==> src/rtl/bp_pkg.sv <==
// Shared definitions for the branch predictor: 2-bit counter encodings and
// the saturating counter next-state function.
package bp_pkg;

  typedef enum logic [1:0] {
    SNT = 2'b00,
    WNT = 2'b01,
    WT  = 2'b10,
    ST  = 2'b11
  } bp_cnt_e;

  // Saturating step: up on taken, down on not-taken, clamped at ST / SNT.
  function automatic logic [1:0] cnt_next(input logic [1:0] cur, input logic taken);
    logic [1:0] res;
    res = cur;
    if (taken) begin
      if (cur != ST) res = cur + 2'd1;
    end else begin
      if (cur != SNT) res = cur - 2'd1;
    end
    return res;
  endfunction

endpackage

==> src/rtl/bp_sat_counter.sv <==
// One 2-bit saturating counter step, used on the table update path.
module bp_sat_counter
  import bp_pkg::*;
(
  input  logic [1:0] cur,
  input  logic       taken,
  output logic [1:0] next
);

  assign next = cnt_next(cur, taken);

endmodule

==> src/rtl/branch_predictor.sv <==
// Bimodal branch predictor with 2**IDX_W two-bit counters and saturating
// resolve/mispredict statistics. Defining BP_GSHARE_EN adds an IDX_W-bit
// global history register that is XORed into the read and update indices.
module branch_predictor
  import bp_pkg::*;
#(
  parameter int unsigned IDX_W = 4,
  parameter int unsigned CNT_W = 16
) (
  input  logic             clk,
  input  logic             rst,
  input  logic [31:0]      if_pc,
  output logic             pred_taken,
  input  logic             ex_valid,
  input  logic             ex_stall,
  input  logic [31:0]      ex_pc,
  input  logic             ex_taken,
  input  logic             ex_pred,
  output logic             flush,
  output logic             branch,
  output logic             correct,
  output logic [CNT_W-1:0] total_branch,
  output logic [CNT_W-1:0] predict_miss
);

  localparam int unsigned Entries = 2 ** IDX_W;

  logic [1:0]       tbl_q [Entries];
  logic [IDX_W-1:0] rd_idx;
  logic [IDX_W-1:0] wr_idx;
  logic [1:0]       cnt_nxt;
  logic             update;
  logic             mispredict;
  logic             branch_q;
  logic             correct_q;
  logic [CNT_W-1:0] total_q;
  logic [CNT_W-1:0] miss_q;
  logic             unused_pc;

  assign update     = ex_valid & ~ex_stall;
  assign mispredict = update & (ex_pred != ex_taken);

`ifdef BP_GSHARE_EN
  logic [IDX_W-1:0] ghr_q;

  assign rd_idx = if_pc[IDX_W+1:2] ^ ghr_q;
  assign wr_idx = ex_pc[IDX_W+1:2] ^ ghr_q;

  // Global history: shift in each resolved outcome.
  always_ff @(posedge clk or posedge rst) begin
    if (rst) begin
      ghr_q <= '0;
    end else if (update) begin
      ghr_q <= {ghr_q[IDX_W-2:0], ex_taken};
    end
  end
`else
  assign rd_idx = if_pc[IDX_W+1:2];
  assign wr_idx = ex_pc[IDX_W+1:2];
`endif

  // Only the index bits of the PCs matter.
  assign unused_pc = ^{if_pc[31:IDX_W+2], if_pc[1:0], ex_pc[31:IDX_W+2], ex_pc[1:0]};

  // No bypass: the read always sees the registered (pre-update) entry.
  assign pred_taken = tbl_q[rd_idx][1];
  assign flush      = mispredict;

  bp_sat_counter u_sat_counter (
    .cur   (tbl_q[wr_idx]),
    .taken (ex_taken),
    .next  (cnt_nxt)
  );

  // Pattern table: all entries weakly not-taken after reset.
  always_ff @(posedge clk or posedge rst) begin
    if (rst) begin
      for (int i = 0; i < Entries; i++) begin
        tbl_q[i] <= WNT;
      end
    end else if (update) begin
      tbl_q[wr_idx] <= cnt_nxt;
    end
  end

  // Registered per-branch status and saturating statistics.
  always_ff @(posedge clk or posedge rst) begin
    if (rst) begin
      branch_q  <= 1'b0;
      correct_q <= 1'b1;
      total_q   <= '0;
      miss_q    <= '0;
    end else begin
      branch_q  <= update;
      correct_q <= ~mispredict;
      if (update && (total_q != '1)) total_q <= total_q + CNT_W'(1);
      if (mispredict && (miss_q != '1)) miss_q <= miss_q + CNT_W'(1);
    end
  end

  assign branch       = branch_q;
  assign correct      = correct_q;
  assign total_branch = total_q;
  assign predict_miss = miss_q;

endmodule

==> config.mk <==
export PLATFORM = sky130hd
export DESIGN_NAME = branch_predictor
export DESIGN_NICKNAME = d
export VERILOG_FILES = /design/src/rtl/bp_pkg.sv /design/src/rtl/bp_sat_counter.sv /design/src/rtl/branch_predictor.sv
export SDC_FILE = /design/constraint.sdc
export NUM_CORES = 1
export LEC_CHECK = 0
export BUFFER_PORTS_ARGS = -buffer_cell sky130_fd_sc_hd__buf_2
export CORE_MARGIN = 2
export CORE_UTILIZATION = 33
export DETAILED_ROUTE_END_ITERATION = 10
export PLACE_DENSITY_LB_ADDON = 0.15
export SETUP_SLACK_MARGIN = 0.1
export SYNTH_ARGS = -nofsm -noshare
export SYNTH_HDL_FRONTEND = slang
export SYNTH_SLANG_ARGS = --single-unit
==> constraint.sdc <==
create_clock -name clk -period 5.3 [get_ports clk]
set_input_delay 0.265 -clock clk [delete_from_list [all_inputs] [get_ports clk]]
set_output_delay 0.265 -clock clk [all_outputs]
set_load 0.03 [all_outputs]
### After elaboration in Yosys (flattened, before gate mapping)

Index checks and enable logic that the tools add are counted.

* output and inout bits: 36
* word-level logic and storage cells: 53
* register bits: 66
* bits of input ports: 70

* order comparisons: 3
* bitwise logic cells: 6
* reductions and logical operators: 4
* add/subtract/negate cells: 4
* eq/ne operators: 4
* muxes and demuxes: 12

Operators by type and width (count)
* $add 16x1->16 const B: 2
* $bwmux 32: 1
* $ne 16x16->1 const B: 2
* $bmux 2 s4: 2
* $mux 2: 8
* $ge 5x5->1 const B: 2
* $not 4->5: 2
* $demux 2 s4: 1
* $lt 5x1->1 const B: 1
* $logic_and 1x1->1: 3
* $add 2x1->2 const B: 1
* $and 1x1->1: 2
* $ne 2x2->1 const B: 1
* $not 1->1: 2
* $reduce_bool 2->1: 1
* $sub 2x1->2 const B: 1
* $ne 1x1->1: 1

### Depth between registers and ports, before layout

Gate-level depths: netlist of run 1.

* depth in word-level cells: 8
* gate-level depth with buffers: 8
* mapped depth without buffers: 6

### By module

A second synthesis of run 1 with hierarchy kept.

* cell total of the unflattened synthesis: 270
* area, all modules: 3420.8 um^2

Modules (own cells, without submodules)
* branch_predictor: cells an instance 267, sequential area each 1672.9 um^2, area an instance 3394.5 um^2, times used 1
* bp_sat_counter: cells an instance 3, sequential area each 0.0 um^2, area an instance 26.3 um^2, times used 1

### Worst setup path before layout of run 1

OpenSTA, ideal clock, no wires.

* path kind: register to register
* start point: reg miss_q[0] (netlist: predict_miss[0])
* end point: reg miss_q[15] (netlist: predict_miss[15])
* library setup time: 0.136 ns
* data required time: 5.164 ns
* data arrival time: 1.995 ns
* path buffers: 1
* path slack: 3.169 ns
* cell stages (with the launch flop): 8
* period minus slack after synthesis: 2.131 ns
* path through: dfrtp_1 ha_1 nand3_1 nor4_1 or4_1 clkbuf_1 nor3_1 xor2_1

* word-level cells in the longest chain between the ends: 2
* elaborated cells between the ends (all ways): 3
* those cells by class: 1 x add/sub; 1 x eq/ne; 1 x reduce/logical

Ends and longest elaborated chain
* start, declared: line branch_predictor.sv:37 `logic [CNT_W-1:0] miss_q;`
* start signal, assigned: line branch_predictor.sv:97 `if (mispredict && (miss_q != '1)) miss_q <= miss_q + CNT_W'(1);`
* branches (longest 2 deep; another with $add 16x1->16)

Parallel ways; which one is timed is not known.
A chain may end at the register's enable or synchronous reset.

### Final worst setup path of run 1

* start point: reg tbl_q[17] (netlist name)
* end point: out pred_taken

* word-level cells in the longest chain between the ends: 3

Ends and longest elaborated chain
* start, declared: line branch_predictor.sv:28 `logic [1:0] tbl_q [Entries];`
* start signal, assigned by index: line branch_predictor.sv:82 `tbl_q[wr_idx] <= cnt_nxt;`
* $bmux 2 s4: line branch_predictor.sv:66 `assign pred_taken = tbl_q[rd_idx][1];`
* $mux 2 (not written as such) (2 in a row): line branch_predictor.sv:66
* end, declared: line branch_predictor.sv:13 `output logic pred_taken,`

Every way passes these cells. The select of a mux whose other input is x is not followed.

==> qor.yml, run 1 <==
outcome:
  status: "completed"
worst_setup_path:
  r2r_start: "predict_miss[0]"
  worst_ep_required_time_ps: 5040
  critPathMaxStageDelay_ps: 480
  crit_path_frequent_cell: "mux4_2"
  path_cells: "mux4_2 -> mux4_2 -> buf_2"
  cpMaxStageDelayCell: "mux4_2"
  r2r-end: "predict_miss[15]"
  critPathMaxFanout: 4
  crit_family: "multiplexers"
  cp_num_buf_inv: 1
  rrSetupSlack_ps: 3210
  r2r_cells: 6
  crit_path_start_kind: "flop"
  critPathKind: "flop to output pin"
  path_depth: 3
  crit_arrival_ps: 1900
  cp-end-kind: "output pin"
flow_run:
  drv_cap: 0
yosys:
  synthTopCellsByArea: "dfrtp_1 35%, dfstp_2 13%, mux4_2 6.4%, mux2_2 5.7%, xor2_1 4.5%"
  postSynthAreaPerCell_um2: 11.6
  synth_cells: 305
  synth_ff_type: "dfrtp_1"
  yosysSeqAreaShare: 0.473
  synth-seq-cells: 66
  synth_edf_count: 0
  ys_types: 47
  synthesis.nets: 377
  yosys.area.top_type: "dfrtp_1"
  synth_top_area_share: 0.347
  yosys_warnings: 0
  async_flop_share: 1.00
  synth_area_mm2: 0.00353
drt:
  wl_per_cell_um: 15.2
  drt_iter0_drc: 53
  postRouteAntennaNets: 0
  drcViolationCount: 0
  vias: 2509
  finalWirelength_mm: 7.55
  vias_per_cell: 5.04
  first_pass_iters: 4
clock_tree:
  hold_buffers: 0
  worst_skew_pair.late_latency_ps: 340
  tritoncts: "yes"
  post_cts_resized: 0
  cts_setup_buffers: 0
  path_clk_slew_ps: 70
  clock_path_buffers: 2
  cts_root_buf: "clkbuf_8"
  htree_levels: 3
  cts_made_buffers: 9
  cts_num_sinks: 66
power:
  power_density_mw_per_mm2: 367
  leakage_nw: 1.89
  ir_worst_vdd_mv: 0.258
timing:
  fin_crit_ps: 2170
  worst_pin_slew_ps: 839
  setup_viol: 0
  grt_setup_unrepaired: "false"
  period_share: 0.409
  final_hold_viol_count: 0
  fmax_mhz: 461
  slew_headroom: 0.441
  skew_ps: 6.97
  drv_slew: 0
  whs_ps: 155
  tns_ps: 0
floorplanning:
  row_count: 37
  initial_utilization: 0.341
  pin_count: 106
  die_area_mm2: 0.0116
  die_w_um: 107
  core_area_mm2: 0.0104
  die_height_um: 107
min_path:
  min_path_type: "primary input to async pin"
cells_and_area:
  nNetsFinal: 429
  syn_to_final_growth_pct: 15.7
  layout-drive-gt1-share: 0.320
  n_antenna_cell: 0
  final_util: 0.394
  fin_cells: 498
  mostFrequentLayoutCells: "49 x dfrtp_1, 49 x buf_2, 36 x nand2_1"
global_route:
  grt_usage: 0.143
  antenna_found_initial: 0
  grt_overflow: 0
  grt_pass1_vias: 2514
  grt_max_degree: 67
  grt_pass1_wl_mm: 12.8
placed_design:
  gp_congestion: 0.811
  portBuffers: 49
  dpl.hpwl_mm: 5.39
  dp_cells: 482
==> logic make-up (layout without fill, tap and decap cells) <==
logic type | count (synthesis) | in the layout | share of synthesized area
compound gates | 18 | 18 | 0.0382
xor+xnor | 30 | 30 | 0.0743
fa+ha+maj | 2 | 2 | 0.00708
buf+inv | 15 | 72 | 0.0276
flops | 66 | 66 | 0.473
mux | 50 | 50 | 0.196
simple gates | 124 | 124 | 0.183
==> routing by layer <==
layer / up-vias / track usage / part of all wire
met5: - / 0 / 0
met4: 0 / 0.0522 / 0.014
met3: 7 / 0.0442 / 0.052
met2: 53 / 0.204 / 0.42
met1: 1223 / 0.203 / 0.51
li1: 1226 / - / -
==> area by class of cell <==
cell class	instances	area [um2]
Clock buffer	14	173
Clock inverter	2	35.0
Fill cell	1052	6280
Inverter	6	22.5
Multi-Input combinational cell	224	1760
Sequential cell	66	1670
Tap cell	136	170
Timing Repair Buffer	50	253
==> cells in the mapped netlist (2+ instances only) <==
cell type and count:
buf_2 3, dfrtp_1 49, nand3_1 24, mux2_2 18, xnor2_1 12, mux2i_1 12
mux4_1 2, buf_6 5, nand2_1 36, mux4_2 10, and4_1 2, mux2_1 7
nor2_1 16, dfstp_2 17, nand4_1 8, inv_1 5, nor3_1 8, nor4_1 3
ha_1 2, nor2b_1 5, xor2_1 18, a21oi_1 4, and3_1 5, nor3b_1 5
o31ai_1 7
==> power by group <==
part / leakage [nW] / switching, mW / internal [mW]
Combinational: 0.942 / 0.217 / 0.141
Clock: 0.107 / 0.193 / 0.256
Sequential: 0.838 / 0.0830 / 0.610
==> worst max-delay path by stage <==
stage	startpoint	endpoint
2_1_floorplan	predict_miss[0]	predict_miss[15]
3_3_place_gp	ex_pc[3]	tbl_q[16]
3_5_place_dp	ex_pc[3]	tbl_q[16]
4_1_cts	tbl_q[25]	pred_taken
5_1_grt	predict_miss[0]	predict_miss[15]
6_report	tbl_q[17]	pred_taken
==> per-stage QoR <==
stage / cell area, um2 / setup WS [ps] / total power [mW]
detailed placement: 3880 / 2820 / 1.06
floorplan: 3530 / 3170 / 0.953
global placement: 3880 / 2840 / 1.06
CTS: 4090 / 3120 / 1.52
global route: 4090 / 2940 / 1.59
finish: 4090 / 3130 / 1.50
==> registers in the layout, summed over array words and instances, names as in the netlist <==
register,count
branch,1
predict_miss,16
correct,1
tbl_q,32
total_branch,16
==> tightest hold or removal path: cells and delay by family <==
kind / cells / cell delay (ps)
buf+inv: 3 / 760
Note: power is estimated with default switching activity, not from simulation.
==> run 2, diff against run 1 <==
==> constraint.sdc (replaced) <==
create_clock -name clk -period 2.2 [get_ports clk]
set_input_delay 0.11 -clock clk [delete_from_list [all_inputs] [get_ports clk]]
set_output_delay 0.11 -clock clk [all_outputs]
set_load 0.03 [all_outputs]
==> run 2 against run 1 <==
Against the previous run: final cell count is 4.0% higher; die area stayed put; routed wire length is 2.6% higher; clock skew is 3.6 ps higher; utilization is 2.2 points higher; worst hold slack worse by 23 ps; register-to-register slack worse by 3000 ps; critical path depth is 1 higher; count of clock-buffer cells in the layout is 4 lower; sequential share of layout area is 2.2 points lower; sequential cell count stayed put.
==> qor.yml, run 2 (synthesis gave the netlist of run 1 again) <==
outcome:
  status: "completed"
global_route:
  grt_pass1_wl_mm: 12.9  # +0.11%
  grt_usage: 0.145  # +0.00200
  antenna_found_initial: 0  # unchanged
  grt_pass1_vias: 2497  # -0.68%
  grt_max_degree: 56  # -16%
  grt_overflow: 0  # unchanged
drt:
  drcViolationCount: 0  # unchanged
  postRouteAntennaNets: 0  # unchanged
  vias: 2582  # +2.9%
  vias_per_cell: 4.98  # -1.1%
  finalWirelength_mm: 7.74  # +2.6%
  first_pass_iters: 4  # unchanged
  drt_iter0_drc: 56  # +5.7%
  wl_per_cell_um: 14.9  # -1.4%
worst_setup_path:
  cpMaxStageDelayCell: "mux4_2"
  crit_arrival_ps: 1940  # +40 ps
  critPathMaxStageDelay_ps: 470  # about the same
  path_cells: "buf_6 -> mux4_2 -> mux4_2 -> buf_6"
  critPathKind: "flop to output pin"
  cp-end-kind: "output pin"
  crit_path_start_kind: "flop"
  critPathMaxFanout: 3  # -1
  worst_ep_required_time_ps: 2090  # -2950 ps
min_path:
  min_path_type: "primary input to flop"
floorplanning:
  die_w_um: 107  # unchanged
  core_area_mm2: 0.0104  # unchanged
  die_height_um: 107  # unchanged
  die_area_mm2: 0.0116  # unchanged
  row_count: 37  # unchanged
  pin_count: 106  # unchanged
  initial_utilization: 0.341  # unchanged
timing:
  final_hold_viol_count: 0  # unchanged
  setup_viol: 0  # unchanged
  period_share: 0.932
  worst_pin_slew_ps: 577  # -262 ps
  fmax_mhz: 488
  drv_slew: 0  # unchanged
  grt_setup_unrepaired: "false"
  fin_crit_ps: 2050
  tns_ps: 0  # unchanged
  slew_headroom: 0.612  # +0.171
  skew_ps: 10.6  # +3.63 ps
power:
  leakage_nw: 2.01  # +6.3%
  power_density_mw_per_mm2: 887  # +140%
  ir_worst_vdd_mv: 0.465  # +80%
clock_tree:
  cts_root_buf: "clkbuf_8"
  path_clk_slew_ps: 70  # about the same
  cts_num_sinks: 66  # unchanged
  cts_setup_buffers: 0  # unchanged
  worst_skew_pair.late_latency_ps: 340  # about the same
  cts_made_buffers: 9  # unchanged
  tritoncts: "yes"
  clock_path_buffers: 2  # unchanged
  htree_levels: 3  # unchanged
cells_and_area:
  mostFrequentLayoutCells: "49 x dfrtp_1, 48 x buf_2, 36 x nand2_1"
  multiInputGateArea_mm2: 0.00178  # +0.85%
  nFillCells: 1031  # -2.0%
  final_util: 0.417  # +0.0221
  syn_to_final_growth_pct: 22.2
  final_common_cell: "dfrtp_1"
  largest_reg_flops: 32  # unchanged
  layout-drive-gt1-share: 0.364  # +0.0434
  n_antenna_cell: 0  # unchanged
  top_register: "tbl_q"
  ff_latch_area_mm2: 0.00167  # unchanged
  nNetsFinal: 449  # +4.7%
placed_design:
  dpl.hpwl_mm: 5.75  # +6.6%
  portBuffers: 49  # unchanged
  gp_congestion: 0.810  # -0.17%
flow_run:
  drv_cap: 0  # unchanged
run 2: power breakdown:
group          internal, mW  switching (mW)  total [mW]
Sequential             1.47           0.192        1.66
Clock                 0.759           0.491        1.25
Combinational         0.382           0.538       0.920
run 2: worst paths after layout:
check | from | to | slack, ps | depth (start not counted)
worst min register to register | total_branch[6] | total_branch[6] | 500 | 1
min in group asynchronous | rst | predict_miss[13] | 240 | 3
max in group asynchronous | rst | tbl_q[18] | 1320 | 4
worst max register to register | tbl_q[9] | tbl_q[3] | 220 | 5
worst min-delay path | ex_pred | correct | 130 | 3
worst max-delay path | tbl_q[25] | pred_taken | 150 | 4
run 2: final cells by class:
class | instances | area share
clock buffer | 10 | 0.0295
clock inverter | 6 | 0.0267
inverter | 6 | 0.00521
multi-input combinational | 224 | 0.412
sequential | 66 | 0.387
tap | 136 | 0.0394
timing repair buffer | 70 | 0.0999
run 2: routing by layer:
metal	GRT usage	vias up	routed length, um
li1	-	1262	-
met1	0.210	1253	3870
met2	0.212	61	3360
met3	0.0406	6	441
met4	0.0394	0	69
met5	0	-	0
run 2: per-stage QoR:
stage	instance area, um2	setup slack, ps	cells	total power [mW]	hold slack [ps]
after floorplan	3540	158	305	2.30	332
after global placement	4040	129	501	2.60	65.0
after detailed placement	4040	126	501	2.61	63.6
after CTS	4300	109	518	3.88	125
after global routing	4320	98.1	518	4.05	205
final	4320	149	518	3.83	132
run 2: timing repair:
action / CTS / global route
hold buffers: 1 / 0
gates resized for setup: 2 / 4
endpoints found under the hold margin: 11 / 0
setup endpoints to repair: 1 / 9
run 2: worst max-delay path, delay by kind of cell, from the launching register on:
kind | cells | cell delay, ps
flip-flops | 1 | 390
buffers and inverters | 2 | 280
multiplexers | 2 | 940
